### config.mk
export PLATFORM = sky130hd
export DESIGN_NAME = pgm_ddram_responder
export DESIGN_NICKNAME = d
export VERILOG_FILES = /design/src/rtl/pgm_ddram_pkg.sv /design/src/rtl/pgm_ddram_wfifo.sv /design/src/rtl/pgm_ddram_responder.sv
export SDC_FILE = /design/constraint.sdc
export NUM_CORES = 1
export LEC_CHECK = 0
export BUFFER_PORTS_ARGS = -buffer_cell sky130_fd_sc_hd__buf_2
export CELL_PAD_IN_SITES_DETAIL_PLACEMENT = 1
export CELL_PAD_IN_SITES_GLOBAL_PLACEMENT = 1
export CORE_MARGIN = 5
export CORE_UTILIZATION = 57
export CTS_BUF_LIST = sky130_fd_sc_hd__clkbuf_4 sky130_fd_sc_hd__clkbuf_8
export CTS_CLUSTER_SIZE = 16
export DETAILED_ROUTE_END_ITERATION = 8
export PLACE_DENSITY_LB_ADDON = 0.1
export SYNTH_ARGS = -nofsm -noshare
export SYNTH_HDL_FRONTEND = slang
export SYNTH_SLANG_ARGS = --single-unit
### constraint.sdc
create_clock -name fixed_50m_clk -period 24.4 [get_ports fixed_50m_clk]
set_clock_uncertainty 0.1 [all_clocks]
set_input_delay 2.44 -clock fixed_50m_clk [delete_from_list [all_inputs] [get_ports fixed_50m_clk]]
set_output_delay 2.44 -clock fixed_50m_clk [all_outputs]
set_load 0.03 [all_outputs]
### src/rtl/pgm_ddram_pkg.sv
// Shared types for the PGM ddram responder.
//   state_t   : responder FSM states
//   wentry_t  : one buffered loader write {addr, be, din}
//   BURST_ONE : fixed Avalon burst count (single-beat transfers only)
// Build option: PGM_DDRAM_RDCACHE_EN (see pgm_ddram_responder.sv).
package pgm_ddram_pkg;

    localparam int          PGM_ADDR_W = 29;
    localparam logic [7:0]  BURST_ONE  = 8'd1;

    typedef enum logic [2:0] {
        IDLE,
        WR_ISSUE,
        RD_ISSUE,
        RD_WAIT,
        RD_DONE
    } state_t;

    typedef struct packed {
        logic [PGM_ADDR_W-1:0] addr;
        logic [7:0]            be;
        logic [63:0]           din;
    } wentry_t;

endpackage

### src/rtl/pgm_ddram_wfifo.sv
// Write buffer for loader beats headed to DDR3.
// Synchronous FIFO, show-ahead head output (head is valid whenever !empty).
// Pointers carry one extra wrap bit so full and empty are distinguishable
// without a separate count.
//   fixed_50m_clk  in   clock
//   reset_n        in   async active-low reset (pointers only)
//   push/push_data in   write one entry (ignored while full)
//   pop            in   drop the head entry (ignored while empty)
//   full/empty     out  occupancy flags
//   head           out  oldest entry
module pgm_ddram_wfifo
    import pgm_ddram_pkg::*;
#(
    parameter int DEPTH = 8
) (
    input  logic    fixed_50m_clk,
    input  logic    reset_n,
    input  logic    push,
    input  wentry_t push_data,
    input  logic    pop,
    output logic    full,
    output logic    empty,
    output wentry_t head
);

    localparam int AW = $clog2(DEPTH);

    logic [AW:0] wr_ptr;
    logic [AW:0] rd_ptr;
    wentry_t     storage [DEPTH];

    assign empty = (wr_ptr == rd_ptr);
    assign full  = (wr_ptr[AW] != rd_ptr[AW]) && (wr_ptr[AW-1:0] == rd_ptr[AW-1:0]);
    assign head  = storage[rd_ptr[AW-1:0]];

    always_ff @(posedge fixed_50m_clk or negedge reset_n) begin
        if (!reset_n) begin
            wr_ptr <= '0;
            rd_ptr <= '0;
        end else begin
            if (push && !full)
                wr_ptr <= wr_ptr + 1'b1;
            if (pop && !empty)
                rd_ptr <= rd_ptr + 1'b1;
        end
    end

    // Data array needs no reset: entries are only read once written.
    always_ff @(posedge fixed_50m_clk) begin
        if (push && !full)
            storage[wr_ptr[AW-1:0]] <= push_data;
    end

endmodule

### src/rtl/pgm_ddram_responder.sv
// Responder end of the PGM ddram_rd/ddram_we bus, bridging to the MiSTer
// DDR3 Avalon port. Loader writes are buffered in pgm_ddram_wfifo and drained
// ahead of any read, so a read always observes earlier writes. One DDR command
// is outstanding at a time; read data comes back with a one-cycle
// ddram_dout_ready pulse and ddram_dout holds afterwards.
// Ports:
//   fixed_50m_clk, reset_n             clock, async active-low reset
//   ddram_rd/we/addr/din/be            request side inputs
//   ddram_dout/dout_ready/busy         request side outputs (registered)
//   mem_addr/burstcnt/rd/we/din/be     DDR3 command outputs (registered)
//   mem_busy/dout/dout_ready           DDR3 waitrequest / readdata / readdatavalid
// Build option PGM_DDRAM_RDCACHE_EN: single-entry read buffer; a repeated
// read of the last DDR-read address completes without a DDR access.
module pgm_ddram_responder
    import pgm_ddram_pkg::*;
#(
    parameter int WFIFO_DEPTH = 8,
    parameter int ADDR_W      = PGM_ADDR_W
) (
    input  logic              fixed_50m_clk,
    input  logic              reset_n,
    input  logic              ddram_rd,
    input  logic              ddram_we,
    input  logic [ADDR_W-1:0] ddram_addr,
    input  logic [63:0]       ddram_din,
    input  logic [7:0]        ddram_be,
    output logic [63:0]       ddram_dout,
    output logic              ddram_dout_ready,
    output logic              ddram_busy,
    output logic [ADDR_W-1:0] mem_addr,
    output logic [7:0]        mem_burstcnt,
    output logic              mem_rd,
    output logic              mem_we,
    output logic [63:0]       mem_din,
    output logic [7:0]        mem_be,
    input  logic              mem_busy,
    input  logic [63:0]       mem_dout,
    input  logic              mem_dout_ready
);

    state_t  state;
    logic    fifo_full;
    logic    fifo_empty;
    logic    push;
    logic    pop;
    wentry_t push_entry;
    wentry_t head;
    logic    rd_block_q;
    logic    rd_start;
    logic    cache_hit;
    logic [63:0] cache_data;

    assign mem_burstcnt = BURST_ONE;

    assign push       = ddram_we && !fifo_full;
    assign push_entry = '{addr: ddram_addr, be: ddram_be, din: ddram_din};
    // WR_ISSUE is only entered with a non-empty FIFO; pop on command accept.
    assign pop        = (state == WR_ISSUE) && !mem_busy;

    // The requester keeps rd high through the dout_ready cycle and one more;
    // block a new read start across both so the same read is not re-issued.
    // A same-cycle write wins: it shares ddram_addr and must land first.
    assign rd_start = ddram_rd && fifo_empty && !ddram_we &&
                      !ddram_dout_ready && !rd_block_q;

    pgm_ddram_wfifo #(.DEPTH(WFIFO_DEPTH)) u_wfifo (
        .fixed_50m_clk (fixed_50m_clk),
        .reset_n       (reset_n),
        .push          (push),
        .push_data     (push_entry),
        .pop           (pop),
        .full          (fifo_full),
        .empty         (fifo_empty),
        .head          (head)
    );

`ifdef PGM_DDRAM_RDCACHE_EN
    logic              c_valid;
    logic [ADDR_W-1:0] c_tag;
    logic [63:0]       c_data;
    // Set when a write to the in-flight read address is buffered during the
    // read: the returning DDR data is already stale, so it must not be cached.
    logic              c_stale;
    logic              push_hits_rd;

    assign cache_hit    = c_valid && (c_tag == ddram_addr);
    assign cache_data   = c_data;
    assign push_hits_rd = push && (ddram_addr == mem_addr) &&
                          ((state == RD_ISSUE) || (state == RD_WAIT));

    always_ff @(posedge fixed_50m_clk or negedge reset_n) begin
        if (!reset_n) begin
            c_valid <= 1'b0;
            c_tag   <= '0;
            c_data  <= '0;
            c_stale <= 1'b0;
        end else begin
            if (push && c_valid && (ddram_addr == c_tag))
                c_valid <= 1'b0;
            if (push_hits_rd)
                c_stale <= 1'b1;
            // Fill last so it overrides the invalidate above; its own validity
            // already accounts for a same-cycle conflicting push.
            if ((state == RD_WAIT) && mem_dout_ready) begin
                c_tag   <= mem_addr;
                c_data  <= mem_dout;
                c_valid <= !(c_stale || push_hits_rd);
                c_stale <= 1'b0;
            end
        end
    end
`else
    assign cache_hit  = 1'b0;
    assign cache_data = '0;
`endif

    always_ff @(posedge fixed_50m_clk or negedge reset_n) begin
        if (!reset_n) begin
            state            <= IDLE;
            mem_rd           <= 1'b0;
            mem_we           <= 1'b0;
            mem_addr         <= '0;
            mem_din          <= '0;
            mem_be           <= '0;
            ddram_dout       <= '0;
            ddram_dout_ready <= 1'b0;
            ddram_busy       <= 1'b0;
            rd_block_q       <= 1'b0;
        end else begin
            ddram_busy       <= fifo_full || (state != IDLE) || (ddram_rd && !fifo_empty);
            ddram_dout_ready <= (state == RD_DONE);
            rd_block_q       <= ddram_dout_ready;

            case (state)
                IDLE: begin
                    if (!fifo_empty) begin
                        state    <= WR_ISSUE;
                        mem_we   <= 1'b1;
                        mem_addr <= head.addr;
                        mem_be   <= head.be;
                        mem_din  <= head.din;
                    end else if (rd_start) begin
                        if (cache_hit) begin
                            ddram_dout <= cache_data;
                            state      <= RD_DONE;
                        end else begin
                            mem_rd   <= 1'b1;
                            mem_addr <= ddram_addr;
                            state    <= RD_ISSUE;
                        end
                    end
                end
                WR_ISSUE: begin
                    if (!mem_busy) begin
                        mem_we <= 1'b0;
                        state  <= IDLE;
                    end
                end
                RD_ISSUE: begin
                    if (!mem_busy) begin
                        mem_rd <= 1'b0;
                        state  <= RD_WAIT;
                    end
                end
                RD_WAIT: begin
                    if (mem_dout_ready) begin
                        ddram_dout <= mem_dout;
                        state      <= RD_DONE;
                    end
                end
                RD_DONE: state <= IDLE;
                default: state <= IDLE;
            endcase
        end
    end

endmodule
### Word-level counts from Yosys, hierarchy flattened

Memory sizes are Yosys's and may differ from the RTL's.
Cells that the tools add are included.
Widths: inputs -> output; s select.

* word-level logic and storage cells: 75
* input bits: 171
* RAM bits: 808
* register bits after elaboration: 181
* output and inout port bits: 177
* memories kept: 1

* reductions and logical operators: 28
* bitwise gates (word level): 1
* equality and inequality tests: 15
* multiplexer cells: 16
* add/sub/neg operators: 2

Memories
* u_wfifo.storage: depth 8, bits a word 101, read ports 1, clocked after Yosys merged registers in 0, wr ports 1, line pgm_ddram_wfifo.sv:30 `wentry_t storage [DEPTH];`

Operator list (count)
* $mux 29: 2
* $mux 3: 5
* $ne 2x2->1 const B: 6
* $pmux 3 s4: 1
* $logic_and 1x1->1: 10
* $add 4x1->4 const B: 2
* $reduce_and 4->1: 2
* $eq 3x2->1 const B: 2
* $logic_not 1->1: 6
* $mux 1: 6
* $reduce_and 2->1: 3
* $eq 4x4->1: 1
* $pmux 1 s2: 2
* $reduce_bool 2->1: 2
* $eq 3x1->1 const B: 1
* $eq 3x3->1: 1
* $eq 3x3->1 const B: 1
* $logic_not 3->1: 1
* $ne 3x3->1 const B: 1
* $reduce_and 3->1: 1
* $reduce_bool 3->1: 1
* $logic_or 1x1->1: 2
* $ne 2x1->1 const B: 1
* $ne 1x1->1: 1
* $not 1->1: 1

### Longest topological paths before layout

Gate-level depths: netlist (run 1).

* depth in word-level cells: 8
* mapped depth: 7

### Hierarchy

A second synthesis (run 1) with hierarchy kept.

* cell total of the unflattened synthesis: 1881
* area total of the unflattened synthesis: 37976.4 um^2

By module, submodules not included
* pgm_ddram_wfifo: area an instance 30930.9 um^2, sequential area each 24463.5 um^2, cells an instance 1227, times used 1
* pgm_ddram_responder: area an instance 7045.5 um^2, sequential area each 4329.2 um^2, cells an instance 654, times used 1

### Worst setup path before layout (run 1)

OpenSTA, ideal clock, no wires.

* kind: input port to flip-flop
* start: input ddram_we
* end: memory u_wfifo.storage[4][0] in the netlist's numbering, enable pin
* path buffers: 0
* cell stages on the path: 3
* setup time: 685 ps
* arrival: 9689 ps
* path slack: 13926 ps
* cell sequence: o41ai_2 -> or2_2 -> nor3_1

* cells in the longest elaborated chain, start to end: 4

RTL lines
* start: declaration: line pgm_ddram_responder.sv:23 `input logic ddram_we,`
* $logic_and 1x1->1: line pgm_ddram_responder.sv:55 `assign push = ddram_we && !fifo_full;`
* $logic_and 1x1->1: line pgm_ddram_wfifo.sv:50 `if (push && !full)`
* $mux 1: line pgm_ddram_wfifo.sv:50
* $mux 1 (not written as such): line pgm_ddram_wfifo.sv:51 `storage[wr_ptr[AW-1:0]] <= push_data;`
* end: declaration: line pgm_ddram_wfifo.sv:30

Every way passes these cells.

### Worst setup path in the final report (run 1)

* start: input ddram_we
* end: memory u_wfifo.storage[7][60] in the netlist's numbering, enable pin

Same word-level chain as after synthesis.

==> qor.yml, run 1 <==
status:
  status: "finished clean"
cts:
  cts_buffers: 158
  clk_latency_ps: 800
  cts_resized: 0
  clk_transition_reported_paths_ps: 60
  cts_root_buf: "clkbuf_8"
  ctsHoldBuffers: 0
  cts_htree_levels: 4
  cts_setup_buffers: 0
  cts_tree: "done"
  cts_sinks: 989
  clock_path_buffers: 3
drt:
  drt_first_iter_violations: 1565
  totalWireLength_um: 88700
  wire_per_inst_um: 26.9
  route.detailed.drc: 0
  vias: 19300
  m1WireLength_um: 34800
  wl_met2_um: 46200
  met3_length_um: 5610
  first_pass_iters: 5
  postRouteAntennaNets: 0
  routed_via_density: 5.86
  top_layer_used: "met5"
cells_and_area:
  n_fill_cell: 5527
  drive_above_1_share_pct: 35.7
  areaGrowthSynthToFinish_pct: 15.5
  fin_util_pct: 66.5
  num-nets-final: 2463
grt:
  overflow: 0
  grt_first_pass_wirelength_um: 135000
  grt_pass1_vias: 21200
  grt_antenna_before_repair: 23
  grtUsageTotal_pct: 25.5
  grt_max_degree: 148
worst_setup_path:
  critPathKind: "input pin to register"
  crit_top_cell: "buf_4"
  critical_path.cell_chain: "buf_2, o41ai_2, nor3_2, buf_4, buf_4"
  critPathLaunchType: "input pin"
  cp.required_ps: 24710
  worst_setup_path_end_kind: "register"
  critPathArrivalTime_ps: 5320
  crit_slowest_cell: "buf_4"
  cpPeakStageDelay_ps: 920
  cp_max_fo: 52
flow_run:
  cap_violations: 0
floorplan:
  num_rows: 93
  core_mm2: 0.0646
  ios: 348
  die_h_um: 265
  fp.dieW_um: 265
  die-area_mm2: 0.0704
  initial_utilization_pct: 57.6
pwr:
  powerDensity_mw_per_mm2: 129
  ir_drop_uv: 90.8
  p_leak_nw: 15.9
timing:
  timing.fmax_mhz: 199
  finalCritPeriodShare_pct: 20.5
  rsz0062_at_grt: "no"
  hold_viol: 0
  finalSetupTns_ps: 0
  worst_pin_slew_ps: 1340
  setup_violations: 0
  slew_viol_final: 0
  fin_crit_ps: 5010
  relSlewSlack_pct: 10.2
synthesis:
  syn_area_per_cell_um2: 19.9
  synth-warning-count: 0
  synthCells: 1867
  yosysUniqueCellTypes: 39
  synth_area_leaders: "edfxtp_1, mux4_2, dfrtp_1"
  synth_top_area_share_pct: 65.3
  synth_area_mm2: 0.0372
  ys_ff_latch: 989
  yosysTopAreaCell: "edfxtp_1"
  ys_seq_area_share_pct: 77.5
placement:
  dp_hpwl_um: 52100
  gp_congestion: 0.742
  port_buffers: 339
worst_hold_path:
  worstHoldPathType: "register to register"
## placed cells by master, fill, tap and decap left out, types with 4 or more instances in the layout
master / Yosys / final
a221o_1: 18 / 18
buf_2: 39 / 338
buf_4: 19 / 26
clkbuf_4: 0 / 63
clkbuf_8: 0 / 175
clkinv_1: 0 / 30
clkinv_2: 0 / 15
clkinvlp_4: 0 / 5
conb_1: 2 / 8
dfrtp_1: 181 / 178
diode_2: 0 / 14
edfxtp_1: 808 / 808
inv_1: 6 / 5
inv_6: 0 / 6
mux2i_1: 101 / 101
mux4_2: 202 / 202
nand2_1: 268 / 268
nand2b_1: 4 / 4
nand3_1: 15 / 15
nor2_1: 26 / 21
nor2_4: 0 / 5
nor3_2: 1 / 4
o21ai_0: 74 / 74
o221a_2: 11 / 11
xnor2_1: 9 / 9
xor2_1: 5 / 5
## synthesized netlist by cell type
cell / instances
o221a_2: 11
o41ai_2: 1
mux2i_1: 101
nand4_1: 1
a21oi_1: 2
or2_2: 1
nand2_1: 268
mux4_2: 202
nor3_2: 1
o41ai_4: 1
buf_1: 11
o31ai_1: 1
clkbuf_1: 39
and3_1: 3
o21ai_0: 74
nor4b_2: 1
nor4_2: 1
conb_1: 2
o211ai_1: 1
mux2_2: 2
o21a_1: 1
buf_2: 39
a32oi_1: 1
a221o_1: 18
dfrtp_1: 181
buf_6: 1
inv_1: 6
nor2_1: 26
nand4b_1: 1
o21ai_2: 1
buf_4: 19
nor3_1: 4
ha_1: 2
xnor2_1: 9
xor2_1: 5
nand2b_1: 4
a31oi_1: 2
nand3_1: 15
edfxtp_1: 808
## metrics by stage
step | setup slack [ps] | total power [mW] | area (um^2) | hold WS, ps | cells
final | 19390 | 5.54 | 42900 | 321 | 3294
after global routing | 19190 | 5.83 | 42900 | 345 | 3290
after CTS | 19330 | 5.60 | 42900 | 331 | 3280
after detailed placement | 18520 | 4.18 | 39700 | 317 | 2985
after global placement | 18640 | 4.09 | 39700 | 297 | 2985
after floorplan | 13930 | 3.64 | 37200 | 398 | 1873
## cells by family (layout without fill, tap and decap cells)
logic type | count (synthesis) | after routing | share of synthesized area [%]
flops | 989 | 989 | 77.5
simple gates | 326 | 326 | 3.50
mux | 305 | 305 | 15.0
buf+inv | 115 | 667 | 1.50
compound gates | 114 | 114 | 2.10
xor+xnor | 14 | 14 | 0.330
fa+ha+maj | 2 | 2 | 0.0673
other cells | 2 | 22 | 0.0202
## power breakdown
part / switching, mW / internal [mW] / leakage (nW) / total (mW)
clock: 0.644 / 0.766 / 1.69 / 1.41
sequential: 0.209 / 2.21 / 9.62 / 2.41
combinational: 1.06 / 0.660 / 4.63 / 1.72
total: 1.91 / 3.63 / 15.9 / 5.54
## flip-flops by register name, indices dropped and copies added, names as in the netlist, 3 cells and up
name and count:
ddram_dout 64, mem_addr 29, mem_be 8, mem_din 64
state 3, u_wfifo.rd_ptr 4, u_wfifo.storage 808, u_wfifo.wr_ptr 4
## routing by layer
metal | up-vias | track usage, %
li1 | 8247 | -
met5 | - | 0
met1 | 10300 | 33.8
met3 | 142 | 6.62
met2 | 617 | 42.2
met4 | 12 | 8.22
## area by class of cell
cell class / count / area [um^2] / area share (%)
Antenna cell: 14 / 35.0 / 0.0816
Clock buffer: 237 / 2870 / 6.68
Clock inverter: 58 / 319 / 0.743
Inverter: 6 / 22.5 / 0.0525
Multi-Input combinational cell: 769 / 7900 / 18.4
Sequential cell: 989 / 28800 / 67.1
Tap cell: 855 / 1070 / 2.49
Timing Repair Buffer: 366 / 1920 / 4.47
## critical path: cells and delay by family
family	cells	cell delay, ps
compound gates	1	150
buf+inv	3	1740
simple gates	1	880
## path summary, 6_finish.rpt
check / startpoint / endpoint / slack, ps / depth (start not counted)
worst max-delay path: ddram_we / u_wfifo.storage[7][60]$_DFFE_PP_ / 19390 / 5
max in group asynchronous: reset_n / mem_din[34]$_DFFE_PN0P_ / 20460 / 3
min in group asynchronous: reset_n / mem_addr[7]$_DFFE_PN0P_ / 1490 / 1
worst min register to register: ddram_dout_ready$_DFF_PN0_ / rd_block_q$_DFF_PN0_ / 320 / 0
worst max register to register: u_wfifo.rd_ptr[1]$_DFFE_PN0P_ / u_wfifo.storage[7][60]$_DFFE_PP_ / 19440 / 5
worst min-delay path: ddram_dout_ready$_DFF_PN0_ / rd_block_q$_DFF_PN0_ / 320 / 0
No activity file was read; power rests on OpenSTA's default activity.
==> inputs of run 2 (changes only) <==
--- a/config.mk
+++ b/config.mk
@@ -9,7 +9,7 @@
 export CELL_PAD_IN_SITES_DETAIL_PLACEMENT = 1
 export CELL_PAD_IN_SITES_GLOBAL_PLACEMENT = 1
 export CORE_MARGIN = 5
-export CORE_UTILIZATION = 57
+export CORE_UTILIZATION = 48
 export CTS_BUF_LIST = sky130_fd_sc_hd__clkbuf_4 sky130_fd_sc_hd__clkbuf_8
 export CTS_CLUSTER_SIZE = 16
 export DETAILED_ROUTE_END_ITERATION = 8
==> constraint.sdc (replaced) <==
create_clock -name fixed_50m_clk -period 4.56 [get_ports fixed_50m_clk]
set_clock_uncertainty 0.1 [all_clocks]
set_input_delay 0.456 -clock fixed_50m_clk [delete_from_list [all_inputs] [get_ports fixed_50m_clk]]
set_output_delay 0.456 -clock fixed_50m_clk [all_outputs]
set_load 0.03 [all_outputs]
==> run 2 against run 1 <==
- sequential cell count is the same
- non-clock buffer count grew 185
- design area grew 6.0%
- cell count grew 11%
- sequential share of layout area shrank 3.8 points
- clock-buffer cell count grew 14
- via count grew 1.7%
- register-to-register slack lost 19000 ps
- die area grew 18%
- critical endpoint is now u_wfifo.storage[3][100]$_DFFE_PP_
==> qor.yml, run 2 (synthesized netlist as in run 1, its figures left out) <==
status:
  status: "finished clean"
grt:
  overflow: 0  # unchanged
  grt_pass1_vias: 21800  # +2.9%
  grt_antenna_before_repair: 11  # -52%
  grtUsageTotal_pct: 21.7  # -3.8 points
  grt_max_degree: 156  # +5.4%
  grt_first_pass_wirelength_um: 136000  # +1.0%
cells_and_area:
  finalInstanceArea_mm2: 0.0455  # +6.0%
  layout.cells.non_filler: 3666  # +11%
  final_common_cell: "edfxtp_1"
  final_cell_mix: "edfxtp_1, buf_2, nand2_1"
  num-nets-final: 2652  # +7.7%
  drive_above_1_share_pct: 34.3  # -1.4 points
  largest_reg_flops: 808  # unchanged
  areaGrowthSynthToFinish_pct: 22.4
pwr:
  powerDensity_mw_per_mm2: 668  # +420%
  ir_drop_uv: 609  # +570%
  p_leak_nw: 17.0  # +6.3%
timing:
  hold_viol: 0  # unchanged
  setup_violations: 0  # unchanged
  slew_viol_final: 0  # unchanged
  timing.fmax_mhz: 255
  relSlewSlack_pct: 15.4  # +5.2 points
  fin_crit_ps: 3920
  rsz0062_at_grt: "no"
  setup_ws_ps: 638  # -18750 ps
  finalCritPeriodShare_pct: 86.0
  worst_pin_slew_ps: 1270  # -73.4 ps
placement:
  place_area_mm2: 0.0403  # +1.4%
  port_buffers: 339  # unchanged
  dp_hpwl_um: 50700  # -2.8%
  dp.cells: 3185  # +6.7%
  gp_congestion: 0.742  # unchanged
  pre_cts_ws_ps: 538  # -17980 ps
drt:
  first_pass_iters: 4  # -1
  routed_via_density: 5.35  # -8.6%
  vias: 19600  # +1.7%
  route.detailed.drc: 0  # unchanged
  wire_per_inst_um: 24.5  # -9.0%
  postRouteAntennaNets: 0  # unchanged
  totalWireLength_um: 89800  # +1.3%
  drt_first_iter_violations: 1098  # -30%
cts:
  cts_buffers: 162  # +2.5%
  cts_sinks: 989  # unchanged
  cts_resized: 0  # unchanged
  clock_path_buffers: 3  # unchanged
  cts_tree: "done"
  clk_transition_reported_paths_ps: 50  # about the same
  clk_latency_ps: 770  # -30 ps
  ctsHoldBuffers: 170  # +170
  cts_setup_buffers: 0  # unchanged
  cts_root_buf: "clkbuf_8"
  cts_htree_levels: 4  # unchanged
worst_setup_path:
  cp_max_fo: 73  # +40%
  path_buf_inv: 1  # -2
  cp_top_family: "simple AND/OR/NAND/NOR gates"
  crit_slowest_cell: "nor2_4"
  cp.required_ps: 4850  # -19860 ps
  critPathKind: "register to register"
  critPathArrivalTime_ps: 4210  # -1110 ps
  critical_path.cell_chain: "xor2_1, o41ai_2, nand2b_1, nor2_4, buf_12"
  cpPeakStageDelay_ps: 1020  # +100 ps
  critPathLaunchType: "register"
  worst_setup_path_end_kind: "register"
floorplan:
  num_rows: 102  # +9.7%
  core_mm2: 0.0771  # +19%
  die_h_um: 288  # +8.6%
  die-area_mm2: 0.0831  # +18%
  ios: 348  # unchanged
  fp.dieW_um: 288  # +8.6%
  initial_utilization_pct: 48.2  # -9.3 points
worst_hold_path:
  worstHoldPathType: "input pin to async pin"
flow_run:
  cap_violations: 0  # unchanged
==> run 2: layer usage <==
| layer | share of wire, % | up-vias | wire length, um | global-route usage [%] |
|---|---|---|---|---|
| li1 | - | 8638 | - | - |
| met5 | 0.028 | - | 25 | 0 |
| met2 | 50 | 493 | 45200 | 36.3 |
| met1 | 43 | 10400 | 38200 | 29.1 |
| met4 | 1.9 | 4 | 1720 | 6.17 |
| met3 | 5.2 | 125 | 4630 | 4.81 |
==> run 2: worst paths after layout <==
check                                          startpoint                                 to  slack [ps]  depth (start not counted)
setup / recovery            u_wfifo.rd_ptr[1]$_DFFE_PN0P_  u_wfifo.storage[3][100]$_DFFE_PP_         640                          5
hold / removal                                    reset_n         ddram_dout[60]$_DFFE_PN0P_         190                          2
setup reg to reg            u_wfifo.rd_ptr[1]$_DFFE_PN0P_  u_wfifo.storage[3][100]$_DFFE_PP_         640                          5
hold reg to reg                ddram_dout_ready$_DFF_PN0_               rd_block_q$_DFF_PN0_         320                          0
max in group asynchronous                         reset_n         ddram_dout[15]$_DFFE_PN0P_        3210                          3
min in group fixed_50m_clk                    mem_dout[0]          ddram_dout[0]$_DFFE_PN0P_         310                          4
==> run 2: stage by stage <==
stage | hold slack [ps] | TNS, ps | power [mW] | util (%)
after floorplan | 60.4 | -878360 | 19.4 | -
after detailed placement | 315 | 0 | 22.5 | 52.3
final | 192 | 0 | 30.4 | 59.0
after global routing | 202 | 0 | 32.0 | 59.0
after CTS | 151 | 0 | 30.8 | 59.0
after global placement | 311 | 0 | 22.3 | 52.3
==> run 2: cell type report <==
cell class | instances | area [um^2]
Fill cell | 6976 | 31600
Sequential cell | 989 | 28800
Multi-Input combinational cell | 769 | 7910
Timing Repair Buffer | 551 | 3950
Clock buffer | 251 | 3070
Tap cell | 1040 | 1300
Clock inverter | 50 | 414
Antenna cell | 10 | 25.0
Inverter | 6 | 22.5
==> run 2: report_power, final <==
part	internal, mW	switching, mW
Clock	4.64	3.44
Sequential	11.8	0.817
Combinational	3.76	5.94
Total	20.2	10.2
==> run 2: worst register-to-register path, stage by stage (launching register included) <==
cell and delay [ps]:
dfrtp_4 730, xor2_1 460, o41ai_2 260, nand2b_1 380, nor2_4 1020, buf_12 560
==> inputs of run 3 (changes only) <==
--- a/config.mk
+++ b/config.mk
@@ -8,6 +8,7 @@
 export BUFFER_PORTS_ARGS = -buffer_cell sky130_fd_sc_hd__buf_2
 export CELL_PAD_IN_SITES_DETAIL_PLACEMENT = 1
 export CELL_PAD_IN_SITES_GLOBAL_PLACEMENT = 1
+export CORE_ASPECT_RATIO = 0.9
 export CORE_MARGIN = 5
 export CORE_UTILIZATION = 48
 export CTS_BUF_LIST = sky130_fd_sc_hd__clkbuf_4 sky130_fd_sc_hd__clkbuf_8
==> run 3 against run 2 <==
- register-to-register slack improved by 590 ps
- cell count fell by 0.71%
- wire length rose by 0.45%
- non-clock buffer count fell by 3
- first-iteration DRC count rose by 35%
- largest cell class unchanged
- highest routed layer unchanged
==> qor.yml, run 3 (synthesized netlist as in run 1, its figures left out) <==
worst_setup_path:
  critPathLaunchType: "register"
  cp.required_ps: 4850  # about the same
  worst_setup_path_end_kind: "register"
  critPathArrivalTime_ps: 3630  # -580 ps
  r2r_setup_slack_ps: 1230  # +590 ps
  critPathKind: "register to register"
  cp_max_fo: 42  # -42%
cts:
  clk_transition_reported_paths_ps: 60  # about the same
  clk_latency_ps: 770  # about the same
  ctsHoldBuffers: 170  # unchanged
  cts_buffers: 157  # -3.1%
  cts_root_buf: "clkbuf_8"
  clock_path_buffers: 3  # unchanged
  cts_htree_levels: 4  # unchanged
  cts_sinks: 989  # unchanged
  cts_resized: 0  # unchanged
  cts_tree: "done"
  cts_setup_buffers: 0  # unchanged
drt:
  drt_first_iter_violations: 1480  # +35%
  postRouteAntennaNets: 0  # unchanged
  met3_length_um: 4650  # +0.43%
  top_layer_used: "met5"
  vias: 19700  # +0.28%
  route.detailed.drc: 0  # unchanged
  totalWireLength_um: 90200  # +0.45%
  m1WireLength_um: 38700  # +1.2%
  first_pass_iters: 5  # +1
  wire_per_inst_um: 24.8  # +1.2%
  wl_met2_um: 44900  # -0.72%
  routed_via_density: 5.40  # +0.99%
cells_and_area:
  finalInstanceArea_mm2: 0.0450  # -1.0%
  regArea_mm2: 0.0288  # unchanged
  largest_reg_flops: 808  # unchanged
  final_common_cell: "edfxtp_1"
  drive_above_1_share_pct: 33.4  # -0.87 points
  multi_input_area_mm2: 0.00791  # unchanged
  num-nets-final: 2644  # -0.30%
  final_cell_mix: "edfxtp_1, buf_2, nand2_1"
  n_fill_cell: 6834  # -2.0%
  areaGrowthSynthToFinish_pct: 21.1
floorplan:
  die-area_mm2: 0.0831  # about the same
  core_mm2: 0.0765  # -0.74%
  num_rows: 96  # -5.9%
  initial_utilization_pct: 48.6  # +0.36 points
  fp.dieW_um: 303  # +5.2%
  ios: 348  # unchanged
  die_h_um: 274  # -5.0%
worst_hold_path:
  worstHoldPathType: "input pin to async pin"
grt:
  grt_antenna_before_repair: 15  # +4
  grt_pass1_vias: 21700  # -0.59%
  grtUsageTotal_pct: 21.9  # +0.18 points
  overflow: 0  # unchanged
  grt_max_degree: 166  # +6.4%
  grt_first_pass_wirelength_um: 136000  # +0.20%
timing:
  finalCritPeriodShare_pct: 73.1  # -13 points
  finalSetupTns_ps: 0  # unchanged
  rsz0062_at_grt: "no"
  fin_hold_ws_ps: 172  # -19.5 ps
  hold_viol: 0  # unchanged
  timing.fmax_mhz: 300  # +18%
  setup_violations: 0  # unchanged
  worst_pin_slew_ps: 1290  # +24.8 ps
  relSlewSlack_pct: 14.0  # -1.5 points
  fin_crit_ps: 3330  # -590 ps
  slew_viol_final: 0  # unchanged
placement:
  gp_congestion: 0.732  # -1.5%
  place_area_mm2: 0.0402  # -0.28%
  port_buffers: 339  # unchanged
  dp_hpwl_um: 50300  # -0.77%
status:
  status: "finished clean"
pwr:
  ir_drop_uv: 522  # -14%
  powerDensity_mw_per_mm2: 659  # -1.3%
  p_total_mw: 29.7  # -2.4%
  p_leak_nw: 16.7  # -1.3%
flow_run:
  cap_violations: 0  # unchanged
## run 3: changes by cell type in the layout (fill, tap and decap cells not counted)
| cell | previous run | this run |
|---|---|---|
| buf_4 | 24 | 27 |
| clkinv_2 | 16 | 12 |
| bufinv_16 | 6 | 0 |
| inv_8 | 3 | 0 |
| clkinv_1 | 19 | 31 |
| clkbuf_8 | 191 | 178 |
| diode_2 | 10 | 11 |
| buf_12 | 18 | 12 |
| inv_4 | 0 | 1 |
## run 3: final cells by class
class                           count  area share [%]
Timing Repair Buffer              548            8.55
Clock buffer                      238            6.43
Multi-Input combinational cell    769            17.6
Antenna cell                       11          0.0611
Tap cell                         1029            2.86
Inverter                            6          0.0500
Clock inverter                     50           0.514
Sequential cell                   989            64.0
## run 3: metrics by stage
step	worst slack, ps	util [%]	instances
2_1_floorplan	-1630	-	1873
4_1_cts	1180	58.8	3629
3_3_place_gp	1200	52.5	3171
5_1_grt	1080	58.8	3637
6_report	1230	58.9	3640
3_5_place_dp	1180	52.5	3171
## run 3: where the power goes
part | internal (mW) | switching [mW]
Sequential | 11.8 | 0.906
Combinational | 3.74 | 5.82
Clock | 4.05 | 3.36
## run 3: worst max-delay path, cell delays in order (launching register included)
cell and delay, ps:
dfrtp_4 880, xor2_1 430, o41ai_2 210, nand2b_1 370
nor2_4 340, buf_4 590
## run 3: path summary, 6_finish.rpt
check                                          startpoint                               to  cells after the start
setup reg to reg            u_wfifo.rd_ptr[2]$_DFFE_PN0P_  u_wfifo.storage[1][2]$_DFFE_PP_                      5
hold / removal                                    reset_n             rd_block_q$_DFF_PN0_                      2
setup / recovery            u_wfifo.rd_ptr[2]$_DFFE_PN0P_  u_wfifo.storage[1][2]$_DFFE_PP_                      5
min in group fixed_50m_clk                   mem_dout[33]       ddram_dout[33]$_DFFE_PN0P_                      4
hold reg to reg                ddram_dout[61]$_DFFE_PN0P_       ddram_dout[61]$_DFFE_PN0P_                      2
max in group asynchronous                         reset_n         mem_addr[24]$_DFFE_PN0P_                      3
## run 3: layer usage
| layer | vias to the layer above | track usage (%) |
|---|---|---|
| met2 | 491 | 35.9 |
| met3 | 143 | 4.66 |
| li1 | 8609 | - |
| met1 | 10400 | 30.1 |
| met4 | 10 | 6.37 |
| met5 | - | 0 |
